## src/rtl/s298_bist_ctrl_if.sv

```systemverilog
// Control/observe bundle between the s298 logic-BIST controller and the DFT wrapper.
// The slave side is the BIST controller; the master side is the wrapper driving start/abort and the core response.
interface s298_bist_ctrl_if;
  logic        start;
  logic        abort;
  logic [2:0]  tpg_out;
  logic [5:0]  cut_resp;
  logic        busy;
  logic        done;
  logic        pass;
  logic [15:0] signature;
  logic [15:0] pat_cnt;

  modport master (
    output start, abort, cut_resp,
    input  tpg_out, busy, done, pass, signature, pat_cnt
  );

  modport slave (
    input  start, abort, cut_resp,
    output tpg_out, busy, done, pass, signature, pat_cnt
  );
endinterface

```

## src/rtl/s298_bist_ctrl.sv

```systemverilog
// Logic-BIST controller for s298: LFSR pattern source on {G2,G1,G0}, 16-bit MISR
// compaction of the six core outputs, and done/pass reporting against a golden signature.
module s298_bist_ctrl #(
  parameter int unsigned PAT_COUNT   = 256,
  parameter int unsigned INIT_CYCLES = 2,
  parameter int unsigned RESP_LAT    = 1,
  parameter logic [7:0]  LFSR_SEED   = 8'h01,
  parameter logic [15:0] MISR_SEED   = 16'h0000,
  parameter logic [15:0] GOLDEN_SIG  = 16'h0000
) (
  input  logic                CK,
  input  logic                RST,
  s298_bist_ctrl_if.slave     bus
);

  typedef enum logic [2:0] {S_IDLE, S_INIT, S_RUN, S_FLUSH, S_DONE} state_t;

  // An all-zero LFSR would lock up, so a zero seed is promoted to 1.
  localparam logic [7:0] LFSR_LOAD = (LFSR_SEED == 8'h00) ? 8'h01 : LFSR_SEED;

  function automatic logic [7:0] lfsr_step(input logic [7:0] l);
    return {l[6:0], l[7] ^ l[5] ^ l[4] ^ l[3]};
  endfunction

  function automatic logic [15:0] misr_step(input logic [15:0] m, input logic [5:0] r);
    return ({m[14:0], 1'b0} ^ (m[15] ? 16'h1021 : 16'h0000)) ^ {10'b0, r};
  endfunction

  state_t      state_q, state_d;
  logic [31:0] cyc_q, cyc_d;
  logic [7:0]  lfsr_q, lfsr_d;
  logic [15:0] misr_q, misr_d;
  logic [15:0] pat_cnt_q, pat_cnt_d;
  logic [2:0]  tpg_q, tpg_d;
  logic        busy_q, busy_d;
  logic        done_q, done_d;
  logic        pass_q, pass_d;

  always_comb begin
    state_d   = state_q;
    cyc_d     = cyc_q;
    lfsr_d    = lfsr_q;
    misr_d    = misr_q;
    pat_cnt_d = pat_cnt_q;

    case (state_q)
      S_INIT: begin
        if (cyc_q == INIT_CYCLES - 1) begin
          state_d = S_RUN;
          cyc_d   = '0;
        end else begin
          cyc_d = cyc_q + 32'd1;
        end
      end
      S_RUN: begin
        lfsr_d    = lfsr_step(lfsr_q);
        pat_cnt_d = (pat_cnt_q == 16'hFFFF) ? pat_cnt_q : pat_cnt_q + 16'd1;
        // The first RESP_LAT responses belong to the INIT stimulus, not to a pattern.
        if (cyc_q >= RESP_LAT) misr_d = misr_step(misr_q, bus.cut_resp);
        if (cyc_q == PAT_COUNT - 1) begin
          state_d = (RESP_LAT == 0) ? S_DONE : S_FLUSH;
          cyc_d   = '0;
        end else begin
          cyc_d = cyc_q + 32'd1;
        end
      end
      S_FLUSH: begin
        misr_d = misr_step(misr_q, bus.cut_resp);
        if (cyc_q == RESP_LAT - 1) begin
          state_d = S_DONE;
          cyc_d   = '0;
        end else begin
          cyc_d = cyc_q + 32'd1;
        end
      end
      default: ;
    endcase

    // Abort freezes signature and pattern count at their partial values.
    if (bus.abort) begin
      if (state_q != S_IDLE) begin
        state_d   = S_IDLE;
        cyc_d     = '0;
        lfsr_d    = lfsr_q;
        misr_d    = misr_q;
        pat_cnt_d = pat_cnt_q;
      end
    end else if (bus.start && (state_q == S_IDLE || state_q == S_DONE)) begin
      state_d   = (INIT_CYCLES == 0) ? S_RUN : S_INIT;
      cyc_d     = '0;
      lfsr_d    = LFSR_LOAD;
      misr_d    = MISR_SEED;
      pat_cnt_d = '0;
    end

    // Outputs are decoded from the next state so they are registered yet cycle-aligned.
    tpg_d  = (state_d == S_INIT) ? 3'b001 : (state_d == S_RUN) ? lfsr_d[2:0] : 3'b000;
    busy_d = (state_d == S_INIT) || (state_d == S_RUN) || (state_d == S_FLUSH);
    done_d = (state_d == S_DONE);
    pass_d = 1'b0;
    if (state_d == S_DONE) pass_d = (state_q == S_DONE) ? pass_q : (misr_d == GOLDEN_SIG);
  end

  always_ff @(posedge CK) begin
    if (RST) begin
      state_q   <= S_IDLE;
      cyc_q     <= '0;
      lfsr_q    <= LFSR_LOAD;
      misr_q    <= '0;
      pat_cnt_q <= '0;
      tpg_q     <= '0;
      busy_q    <= 1'b0;
      done_q    <= 1'b0;
      pass_q    <= 1'b0;
    end else begin
      state_q   <= state_d;
      cyc_q     <= cyc_d;
      lfsr_q    <= lfsr_d;
      misr_q    <= misr_d;
      pat_cnt_q <= pat_cnt_d;
      tpg_q     <= tpg_d;
      busy_q    <= busy_d;
      done_q    <= done_d;
      pass_q    <= pass_d;
    end
  end

  assign bus.tpg_out   = tpg_q;
  assign bus.busy      = busy_q;
  assign bus.done      = done_q;
  assign bus.pass      = pass_q;
  assign bus.signature = misr_q;
  assign bus.pat_cnt   = pat_cnt_q;

endmodule

```

## src/flat_wrapper.sv

```systemverilog
// flat-port wrapper written by rule: the top's interface ports become plain ports
module s298_bist_ctrl_flat 
#(
  parameter int unsigned PAT_COUNT   = 256,
  parameter int unsigned INIT_CYCLES = 2,
  parameter int unsigned RESP_LAT    = 1,
  parameter logic [7:0]  LFSR_SEED   = 8'h01,
  parameter logic [15:0] MISR_SEED   = 16'h0000,
  parameter logic [15:0] GOLDEN_SIG  = 16'h0000
)
  (CK, RST, bus_start, bus_abort, bus_cut_resp, bus_tpg_out, bus_busy, bus_done, bus_pass, bus_signature, bus_pat_cnt);
  s298_bist_ctrl_if bus_i ();
  input  logic CK;
  input  logic RST;
  input wire logic [$bits(bus_i.start)-1:0] bus_start;
  input wire logic [$bits(bus_i.abort)-1:0] bus_abort;
  input wire logic [$bits(bus_i.cut_resp)-1:0] bus_cut_resp;
  output wire logic [$bits(bus_i.tpg_out)-1:0] bus_tpg_out;
  output wire logic [$bits(bus_i.busy)-1:0] bus_busy;
  output wire logic [$bits(bus_i.done)-1:0] bus_done;
  output wire logic [$bits(bus_i.pass)-1:0] bus_pass;
  output wire logic [$bits(bus_i.signature)-1:0] bus_signature;
  output wire logic [$bits(bus_i.pat_cnt)-1:0] bus_pat_cnt;
  assign bus_i.start = bus_start;
  assign bus_i.abort = bus_abort;
  assign bus_i.cut_resp = bus_cut_resp;
  assign bus_tpg_out = bus_i.tpg_out;
  assign bus_busy = bus_i.busy;
  assign bus_done = bus_i.done;
  assign bus_pass = bus_i.pass;
  assign bus_signature = bus_i.signature;
  assign bus_pat_cnt = bus_i.pat_cnt;
  s298_bist_ctrl #(.PAT_COUNT(PAT_COUNT), .INIT_CYCLES(INIT_CYCLES), .RESP_LAT(RESP_LAT), .LFSR_SEED(LFSR_SEED), .MISR_SEED(MISR_SEED), .GOLDEN_SIG(GOLDEN_SIG)) u_core (.CK(CK), .RST(RST), .bus(bus_i));
endmodule
```

## config.mk

```make
export PLATFORM = sky130hd
export DESIGN_NAME = s298_bist_ctrl_flat
export DESIGN_NICKNAME = d
export VERILOG_FILES = /design/src/rtl/s298_bist_ctrl_if.sv /design/src/rtl/s298_bist_ctrl.sv /design/src/flat_wrapper.sv
export SDC_FILE = /design/constraint.sdc
export NUM_CORES = 1
export LEC_CHECK = 0
export ABC_AREA = 1
export CORE_ASPECT_RATIO = 1.2
export CORE_MARGIN = 4
export CORE_UTILIZATION = 55
export CTS_CLUSTER_SIZE = 14
export DETAILED_ROUTE_END_ITERATION = 16
export HOLD_SLACK_MARGIN = 0.03
export PLACE_DENSITY = 0.88
export RECOVER_POWER = 25
export SYNTH_ARGS = -nofsm -noshare
export SYNTH_HDL_FRONTEND = slang
export SYNTH_SLANG_ARGS = --single-unit
```

## constraint.sdc

```tcl
create_clock -name CK -period 2.55 [get_ports CK]
set_input_delay 0.255 -clock CK [delete_from_list [all_inputs] [get_ports CK]]
set_output_delay 0.255 -clock CK [all_outputs]
set_load 0.02 [all_outputs]
```

==> out/summary.txt <==
count leader, synth: nand2_1
VDD IR max: 0.385 mV
Yosys cell types: 45
Die W: 89.5 um
total power density per cell area: 599 mW/mm^2
total wire length: 11.6 mm
vias after detailed routing: 4457
CORE AREA: 0.00771 mm^2
ys async rst share: 0%
Tmin final: 2320 ps
Max Cap Viol: 0
Syn Nets: 641
area growth from synthesis to layout: 21.6%
vias in the first global route: 4324
largest net degree at the start of global routing: 31
worst-margin pin slew: 535 ps
Avg Vias per Cell: 5.68
drt pass-1 iters: 5
port buffer count: 47
CP endpoint kind: register
share of layout cells above drive strength 1: 10.8%
Setup TNS: 0 ps
critical path type: register to register
mux cell area share after synthesis: 0%
Layout Cells excl Fill: 785
antenna viol nets, final: 0
CTS tree: done
Cells after Synth: 626
Initial DRC Count: 265
flops & latches, synth: 81
die area: 0.00946 mm^2
CP Data Arrival Time: 2610 ps
min-delay src: u_core.bus.pass
io pins: 48
synthesized area: 0.00438 mm^2
Max Freq: 0.432 GHz
outcome: finished, final reports clean
Compound-Gate Fraction of Synth Area: 10.3%
wire per inst: 14.7 um
CTS Hold Bufs: 0
Die H: 106 um
top post-synthesis cells by count: nand2_1, nor2_1, dfxtp_1
worst slack at placement: 87.1 ps
Num CTS Buffers: 9
XOR/XNOR Fraction of Synth Area: 7.20%
top_reg_cell synth: dfxtp_1
setup ws final: 235 ps
clk_lat worst skew: 360 ps
GRT Total Usage: 25.4%
required time of the critical path: 2840 ps
ant diodes: 0
Adder-Cell Fraction of Synth Area: 1.43%
Worst Setup Start Kind: register
clk_skew: 6.34 ps
first-pass GRT wire length: 19.1 mm
Pins Over Slew Limit: 0
Fin. Hold Viols: 0
CP startpoint: u_core.cyc_q[3]
initial antenna violation count: 0
FF-to-FF Start: u_core.cyc_q[3]
period utilization: 90.8%
number of cell rows: 35
CTS sink count: 81
Final Setup Violations: 0
clock transition at the registers of the reported paths: 80 ps
DRC viols: 0
maximum clock insertion buffer count: 2
nets: 703
crit path cell chain: nor2_1 -> nand2_1 -> nor2_1 -> nand2_2 -> nand3_4 -> nand3_2 -> or2_2 -> o21ai_1 -> nand3_1 -> nand2_1 -> nand3_1 -> a21oi_1
Synth Warn #: 0
sequential area share after synthesis: 37.0%
min-delay worst type: register to register
Placed Cells: 766
Clock Tree Root: clkbuf_8
Overflow after GRT: 0
crit path max fanout: 9
Area contributors post-synth: dfxtp_1, nand2_1, nor2_1, inv_1, nand3_1
post-DP HPWL: 8.63 mm
CP max stage delay: 350 ps
Post-synth EDFFs: 0
Synth area leader: dfxtp_1
RD Place Congestion: 0.977
initial core utilization: 56.8%
H-tree levels: 3
Pleak: 2.21 nW
Post-Syn Area per Cell: 7.00 um^2
post-synthesis simple-gate area fraction: 37.1%
Worst path slowest cell: dfxtp_1
relative slew slack: 63.8%
post-synth top area share: 37.0%
main combinational cell family by area after synthesis: simple AND/OR/NAND/NOR gates
[worst max-delay path, delay by kind of cell (launching register included)]
kind / cells / cell delay [ps]
simple gates: 10 / 1650
flops: 1 / 350
compound gates: 2 / 260
[final timing paths]
path	endpoint	slack, ps	cells past startpoint
setup / recovery	u_core.bus.pass	230	12
hold / removal	u_core.bus.pass	460	2
setup reg to reg	u_core.bus.pass	230	12
hold reg to reg	u_core.bus.pass	460	2
[flip-flops by register name, summed over array words and instances (netlist names)]
signal / flops
u_core.lfsr_q: 8
u_core.cyc_q: 32
u_core.bus.busy: 1
u_core.bus.pass: 1
u_core.bus.signature: 16
u_core.bus.tpg_out: 3
u_core.bus.done: 1
u_core.state_q: 3
u_core.bus.pat_cnt: 16
[layer usage]
layer  track usage [%]  share of wire, %  up-vias
li1                  -                 -     2173
met1              28.3                39     2058
met2              44.3                51      183
met3              4.53               5.9       43
met4              13.7               4.4        0
met5                 0                 0        -
[repair_timing]
item,in CTS,in global routing
gates resized for setup,0,12
buffers inserted,0,3
setup endpoints to repair,0,4
[layout make-up]
class	count	area, um^2
clock buffers	12	145
clock inverters	4	98.8
fillers	653	2380
inverters	70	265
multi-input cells	465	2490
flip-flops and latches	81	1620
well taps	92	115
repair buffers	61	588
[layout by cell type, fill, tap and decap left out, drive strengths merged]
| cell | instances |
|---|---|
| nor2 | 127 |
| a21boi | 1 |
| nand4 | 18 |
| a21oi | 28 |
| a311oi | 1 |
| o32ai | 1 |
| clkdlybuf4s50 | 18 |
| dlygate4sd3 | 29 |
| nand2 | 119 |
| nand3 | 46 |
| and2 | 1 |
| ha | 5 |
| bufinv | 3 |
| clkbuf | 12 |
| a31oi | 2 |
| a211oi | 3 |
| nor3b | 4 |
| o21a | 2 |
| o21ai | 28 |
| nor3 | 17 |
| nor4 | 4 |
| nand3b | 5 |
| o221a | 1 |
| or2 | 3 |
| inv | 71 |
| nor4b | 1 |
| dfxtp | 81 |
| a2bb2oi | 1 |
| a22oi | 2 |
| o22ai | 7 |
| a211o | 1 |
| buf | 14 |
| xnor2 | 14 |
| o211ai | 1 |
| xor2 | 22 |
[report_power, final]
part	total [W]	switching (W)	internal [W]	leakage [nW]
Clock	0.00115	0.000467	0.000682	0.121
Combinational	0.000705	0.000463	0.000242	1.44
Sequential	0.00134	0.0000344	0.00130	0.654
Total	0.00319	0.000964	0.00223	2.21
[metrics by stage]
stage | area [um^2] | utilization (%) | power, W | hold slack, ps
global placement | 5020 | 65.1 | 0.00201 | 458
global route | 5330 | 69.1 | 0.00334 | 501
floorplan | 4380 | - | 0.00179 | 447
detailed placement | 5020 | 65.1 | 0.00203 | 458
CTS | 5260 | 68.3 | 0.00317 | 469
finish | 5330 | 69.1 | 0.00319 | 464
[kinds of logic (layout without fill, tap and decap cells)]
kind of cell | after synthesis | count (layout)
and+or+nand+nor | 345 | 345
adders and majority gates | 5 | 5
DFF | 81 | 81
AOI/OAI and AO/OA | 79 | 79
buffers and inverters | 80 | 147
xor gates and xnor gates | 36 | 36
(Power assumes the default switching activity.)
